<file path="config.mk">
export PLATFORM = sky130hd
export DESIGN_NAME = lab3_1_preimage_gen
export DESIGN_NICKNAME = d
export VERILOG_FILES = /design/src/rtl/lab3_1_preimage_gen.sv
export SDC_FILE = /design/constraint.sdc
export NUM_CORES = 1
export LEC_CHECK = 0
export CAP_MARGIN = 20
export CORE_ASPECT_RATIO = 0.8
export CORE_MARGIN = 2
export CORE_UTILIZATION = 45
export CTS_CLUSTER_DIAMETER = 100
export DETAILED_ROUTE_END_ITERATION = 16
export DONT_BUFFER_PORTS = 1
export MAX_ROUTING_LAYER = met4
export PLACE_DENSITY = 0.58
export SYNTH_ARGS = -nofsm -noshare
export SYNTH_HDL_FRONTEND = slang
export SYNTH_SLANG_ARGS = --single-unit
export TNS_END_PERCENT = 1
</file>
<file path="constraint.sdc">
create_clock -name clk -period 2.8 [get_ports clk]
set_input_delay 0.56 -clock clk [delete_from_list [all_inputs] [get_ports clk]]
set_output_delay 0.56 -clock clk [all_outputs]
set_load 0.005 [all_outputs]
</file>
<file path="src/rtl/lab3_1_preimage_gen.sv">
// Preimage generator for the lab3 5-input classifier.
// Walks x = 0..31 in ascending order and streams every x whose class
// {res,x_state} equals the class latched at start.
//
// Handshake: x_out is offered while x_valid=1 and is accepted on any rising
// edge where x_valid & x_ready are both high; while x_valid=1 and x_ready=0,
// x_out and x_valid stay frozen; x_valid never drops without an acceptance.
module lab3_1_preimage_gen #(
  parameter int N  = 5,
  parameter int CW = 6
) (
  input  logic          clk,
  input  logic          rst,
  input  logic          start,
  input  logic [1:0]    cls,
  output logic          busy,
  output logic [N-1:0]  x_out,
  output logic          x_valid,
  input  logic          x_ready,
  output logic          done,
  output logic [CW-1:0] count,
  output logic [1:0]    dbg_state
);

  localparam logic [1:0] IDLE = 2'd0;
  localparam logic [1:0] SCAN = 2'd1;
  localparam logic [1:0] EMIT = 2'd2;
  localparam logic [1:0] DONE = 2'd3;

  // Classifier truth table split into its two output bits, bit i = input i.
  // res=1 marks the ON set, x_state=1 marks the don't-care set; no input has
  // both, so class 11 has no members.
  localparam logic [31:0] RES_MASK    = 32'h6538_7B27;
  localparam logic [31:0] XSTATE_MASK = 32'h1081_0040;

  logic [1:0]   state;
  logic [N-1:0] idx;
  logic [1:0]   cls_q;
  logic [1:0]   idx_class;
  logic         match;
  logic         last_idx;

  // Table lookup for the index currently being examined.
  always_comb begin
    idx_class = {RES_MASK[idx], XSTATE_MASK[idx]};
    match     = (idx_class == cls_q);
    last_idx  = (idx == {N{1'b1}});
  end

  // Status outputs decode directly from the FSM state.
  always_comb begin
    busy      = (state != IDLE);
    done      = (state == DONE);
    dbg_state = state;
  end

  // Enumeration FSM: scan one index per cycle, park in EMIT until accepted.
  always_ff @(posedge clk or posedge rst) begin
    if (rst) begin
      state   <= IDLE;
      idx     <= '0;
      cls_q   <= 2'b00;
      x_out   <= '0;
      x_valid <= 1'b0;
      count   <= '0;
    end else begin
      case (state)
        IDLE: begin
          if (start) begin
            cls_q <= cls;
            idx   <= '0;
            count <= '0;
            state <= SCAN;
          end
        end
        SCAN: begin
          if (match) begin
            x_out   <= idx;
            x_valid <= 1'b1;
            state   <= EMIT;
          end else if (last_idx) begin
            state <= DONE;
          end else begin
            idx <= idx + 1'b1;
          end
        end
        EMIT: begin
          if (x_ready) begin
            count   <= count + 1'b1;
            x_valid <= 1'b0;
            if (last_idx) begin
              state <= DONE;
            end else begin
              idx   <= idx + 1'b1;
              state <= SCAN;
            end
          end
        end
        DONE: begin
          state <= IDLE;
        end
        default: begin
          state <= IDLE;
        end
      endcase
    end
  end

endmodule

</file>
==> run metrics, run 1 <==
run status=finished, final reports clean; Comb power frac=0.479; Die X=64.6 um; Worst Setup Start Kind=register; antenna violations before repair=0; drt total wl=2.55 mm; Initial Util=0.475; Worst Path Max Fanout=15; Post-Synth XOR/XNOR Area=0.0265; most frequent cells in the layout=dfrtp_1 (20), inv_1 (12), nand2_1 (11), ha_1 (11), nor2_1 (10); Critical Path AT=2730 ps; vias in the first global route=926; cts repair resizes=0; final hold vios=0; Net Sw Frac=0.425; Setup-failing EPs final=0; die area=3390 sq um; Synth Area in Compound Gates=0.144; Placer Congestion=0.734; register bit total from synthesis=21; mapped cell area=1320 sq um; Worst Path Class, Setup=reg2reg; net switching power=0.588 mW; setup TNS after final layout=0 ps; I/O pin count=22; DP HPWL=1.91 mm; Pleak=0.636 nW; root buffer cell=clkbuf_8; post-CTS setup buffers=0; DRC violations left=0; Post-Syn Instances=133; Max Cap Violations=0; ratio of cells with drive above 1 in the final layout=0.120; Port Buf Inserts=0; most common cell after layout, fill and taps aside=dfrtp_1; Final Cycle Share=0.918; Num CTS Buffers=3; yosys warns=0; Hold Path Class=in2async; H-tree depth=1; Area Overhead vs Synth=5.10%; Syn Area/Cell=9.95 sq um; R2R depth=8; Max Fclk=389 MHz; Post-Synth Adder-Cell Area=0.104; Max rail drop VDD=0.000445 V; syn_nets=150; Critical Path Sink Type=register; Slew headroom=0.449; Worst Path Required=2960 ps; nets=151; Die H=52.5 um; final core utilization=0.499; largest net degree at the start of global routing=22; Rows=17; register area share after synthesis=0.397; CTS Sinks=21; Slew Viols, Final=0; ANT cells=0; total core area=2790 sq um; Synth cell types=44; later-pin clock latency in the skew report=260 ps; First DRT Iteration DRCs=21; number of detailed-route iterations in the first pass=4; hold_buf cts=0; grt ovf=0; RSZ-0062 raised after global routing=no; Worst Tran Pin Value=826 ps; internal power=0.795 mW; TritonCTS clock tree=done; sequential fraction of design power=0.379; Clock Skews=1.94 ps; min Tclk post-route=2570 ps; power per cell area=994 nW/um^2; Max clock buf depth=2; post-synthesis simple-gate area fraction=0.169; Via density=5.73; WL per Instance=14.9 um; gr usage total=0.169; Clk pwr share=0.143; multiplexer share of the synthesized area=0.0992; clk slew on worst S/H paths=80 ps; first-pass GRT wire length=4.21 mm; main combinational cell family by area after synthesis=simple AND/OR/NAND/NOR gates; via count=979; Routed Antenna Nets=0
## kinds of logic after synthesis
kind of cell             Yosys count
AO/OA/AOI/OAI                     27
flip-flops                        21
AND/OR/NAND/NOR                   42
buffers and inverters             17
multiplexers                      11
XOR/XNOR                           4
adder cells (fa/ha/maj)           11
## worst max-delay path, stage by stage, from the launching register on
cell and delay, ps:
dfrtp_2 430, inv_1 120, ha_1 210, mux2_2 250
o211ai_1 180, mux2_2 370, a2111o_2 580, and3_1 210
o32ai_1 120
## path summary, 6_finish.rpt
path | slack [ps] | endpoint | from
worst max-delay path | 230 | idx[1] | idx[0]
worst min-delay path | 350 | count[3] | rst
worst max register to register | 230 | idx[1] | idx[0]
worst min register to register | 540 | count[0] | count[0]
max in group asynchronous | 1890 | idx[0] | rst
min in group clk | 450 | cls_q[1] | cls[1]
## flip-flops by register name, summed over array words and instances, names as in the netlist
| signal | flops |
|---|---|
| cls_q | 2 |
| idx | 5 |
| dbg_state | 2 |
| count | 6 |
| x_out | 5 |
| x_valid | 1 |
## area by class of cell
cell class / instances / area, sq um
clock buffers: 4 / 45.0
multi-input cells: 95 / 719
repair buffers: 1 / 7.51
fillers: 274 / 1400
flip-flops and latches: 21 / 527
well taps: 38 / 47.5
inverters: 12 / 45.0
## cells in the mapped netlist, drive strengths merged
cell     instances  area (sq um)
nand2           11          41.3
ha              11           138
dfrtp           21           526
nor4b            1          8.76
and3             3          18.8
nor4bb           1          10.0
nand4b           1          8.76
mux4             1          22.5
a22o             1          8.76
mux2i            3          30.0
xor2             4          35.0
nand3            4          20.0
a2bb2oi          1          8.76
o31ai            1          7.51
nand2b           2          12.5
o21ai            8          40.0
nor2b            1          6.26
and4b            1          10.0
or4              1          7.51
a21oi            3          15.0
a31oi            1          6.26
o41ai            1          8.76
buf              4          31.3
nand3b           1          7.51
a211oi           1          7.51
o211ai           1          7.51
o22ai            1          6.26
o32ai            1          8.76
or3b             1          8.76
mux2             7          78.8
a2111o           1          11.3
nand4            3          18.8
a32o             1          10.0
nor3b            1          7.51
o2bb2ai          2          17.5
clkbuf           1          3.75
o22a             1          8.76
inv             12          45.0
a31o             2          17.5
nor2            10          37.5
## power groups by stage
stage,logic (mW),registers [mW],clock network [mW]
floorplan,0.559,0.482,0
global placement,0.657,0.522,0
detailed placement,0.658,0.531,0
CTS,0.664,0.523,0.207
global route,0.756,0.539,0.218
finish,0.662,0.523,0.198
## layer usage
layer | share of wire | GRT usage | vias to the layer above
li1 | - | - | 475
met1 | 0.52 | 0.221 | 487
met2 | 0.43 | 0.260 | 17
met3 | 0.045 | 0.0559 | 0
met4 | 0 | 0.0319 | 0
met5 | 0 | - | -
## through the flow
| step | total power, mW | hold slack (ps) | setup slack, ps | area (sq um) | instances |
|---|---|---|---|---|---|
| finish | 1.38 | 351 | 230 | 1390 | 171 |
| global route | 1.51 | 413 | 58.1 | 1390 | 171 |
| CTS | 1.39 | 377 | 110 | 1390 | 171 |
| detailed placement | 1.19 | 535 | 121 | 1340 | 167 |
| global placement | 1.18 | 526 | 196 | 1340 | 167 |
| floorplan | 1.04 | 470 | 376 | 1320 | 133 |
Power figures use the tool's default switching activity.
==> run 2: changes to the inputs <==
PLACE_DENSITY = 0.6   (was 0.58)
==> run 2 against run 1 <==
  * Final area did not move
  * Utilization did not move
  * Final cell count did not move
  * Wire length rose by 0.47%
  * Sequential share of layout area did not move
  * Register-to-register slack got worse by 20 ps
  * Clock power barely moved
  * Sequential power barely moved
  * Combinational power rose by 0.8%
  * Fmax fell by 0.77%
  * Largest cell class unchanged
  * Largest power group unchanged
  * Highest routed layer is now met4
==> run metrics, run 2 (synthesized netlist as in run 1, its figures left out) <==
antenna violations before repair=0; Port Buf Inserts=0; Clk pwr share=0.144; internal power=0.796 mW; PnR Total Power=1.39 mW; sequential fraction of design power=0.377; power per cell area=1000 nW/um^2; I/O pin count=22; Worst Path Required=2960 ps; most common cell after layout, fill and taps aside=dfrtp_1; ratio of cells with drive above 1 in the final layout=0.120; Setup-failing EPs final=0; TritonCTS clock tree=done; Slew Viols, Final=0; Max clock buf depth=2; number of detailed-route iterations in the first pass=4; drt total wl=2.56 mm; first-pass GRT wire length=4.07 mm; Largest Register=count; Placer Congestion=0.726; post-placement cell count=167; ANT cells=0; Routed Antenna Nets=0; nets=151; First DRT Iteration DRCs=33; net switching power=0.597 mW; count of filler cells inserted in the layout=255; Final Cycle Share=0.925; clk slew on worst S/H paths=80 ps; grt ovf=0; Worst Path Max Fanout=15; Max Cap Violations=0; Area Overhead vs Synth=5.10%; RR Startpoint=idx[0]; CTS Sinks=21; Initial Util=0.475; final non-filler cell total=171; RSZ-0062 raised after global routing=no; Critical Path Sink Type=register; WL per Instance=15.0 um; total core area=2790 sq um; Worst Setup Start Kind=register; Net Sw Frac=0.429; Clock Skews=5.48 ps; H-tree depth=1; Worst Path Class, Setup=reg2reg; Critical Path AT=2750 ps; Slew headroom=0.457; CP max stage cell=a2111o_2; Num CTS Buffers=3; Largest regs=count: 6 flops, idx: 5 flops, x_out: 5 flops; Via density=5.67; final core utilization=0.499; Max rail drop VDD=0.000449 V; Hold Path Class=in2async; area of the multi-input gates=719 sq um; largest net degree at the start of global routing=22; gr usage total=0.166; Largest register FFs=6; register area=527 sq um; Die X=64.6 um; min Tclk post-route=2590 ps; Worst Tran Pin Value=813 ps; run status=finished, final reports clean; final hold vios=0; Max Fclk=386 MHz; Rows=17; Comb power frac=0.479; Die H=52.5 um; critical path cell sequence=inv_1, ha_1, mux2_2, o211ai_1, mux2_2, a2111o_2, and3_1, o32ai_1; Post-Place Setup Slack=107 ps; final worst slack=211 ps; Pleak=0.636 nW; setup TNS after final layout=0 ps; CP max stage delay=590 ps; root buffer cell=clkbuf_8; post-CTS setup buffers=0; DRC violations left=0; Critical Path Start=idx[0]; die area=3390 sq um; later-pin clock latency in the skew report=260 ps; most frequent cells in the layout=dfrtp_1 (20), inv_1 (12), nand2_1 (11), ha_1 (11), nor2_1 (10); CP most frequent cell=mux2_2; DP HPWL=1.88 mm; via count=970; vias in the first global route=901
## run 2: cell counts in the layout (fill, tap and decap cells not counted)
No cell type changed its count.
## run 2: area by class of cell
| class | count | share of cell area |
|---|---|---|
| well taps | 38 | 0.0342 |
| clock buffers | 4 | 0.0324 |
| inverters | 12 | 0.0324 |
| repair buffers | 1 | 0.00540 |
| flip-flops and latches | 21 | 0.379 |
| multi-input cells | 95 | 0.517 |
## run 2: metrics by stage
step / hold slack [ps] / cell area [sq um]
floorplan: 470 / 1320
global placement: 525 / 1340
detailed placement: 525 / 1340
CTS: 371 / 1390
global route: 407 / 1390
finish: 341 / 1390
## run 2: power by group through the flow
stage	clock network (mW)	registers, mW	logic [mW]
after floorplan	0	0.482	0.559
after global placement	0	0.523	0.653
after detailed placement	0	0.530	0.662
after CTS	0.208	0.524	0.669
after global routing	0.219	0.543	0.760
final	0.201	0.525	0.667
## run 2: per-layer routing
layer / track usage / routed length (um)
met1: 0.218 / 1320
met2: 0.253 / 1130
met3: 0.0538 / 107
met4: 0.0319 / 7
met5: - / 0
## run 2: timing repair
item	CTS	global route
setup endpoints to repair	0	10
gates resized for setup	0	2
hold buffers	0	0
## run 2: worst paths after layout
path / end / slack (ps) / depth (start not counted)
max: idx[1] / 210 / 8
min: x_valid / 340 / 1
max reg2reg: idx[1] / 210 / 8
min reg2reg: x_out[0] / 540 / 2
max in group asynchronous: idx[0] / 1910 / 1
min in group clk: cls_q[0] / 450 / 1
## run 2: worst max-delay path: cells and delay by family, from the launching register on
family,cells,cell delay [ps]
DFF,1,430
muxes,2,630
AOI/OAI and AO/OA,3,890
and+or+nand+nor,1,210
adders and majority gates,1,210
buffers and inverters,1,120
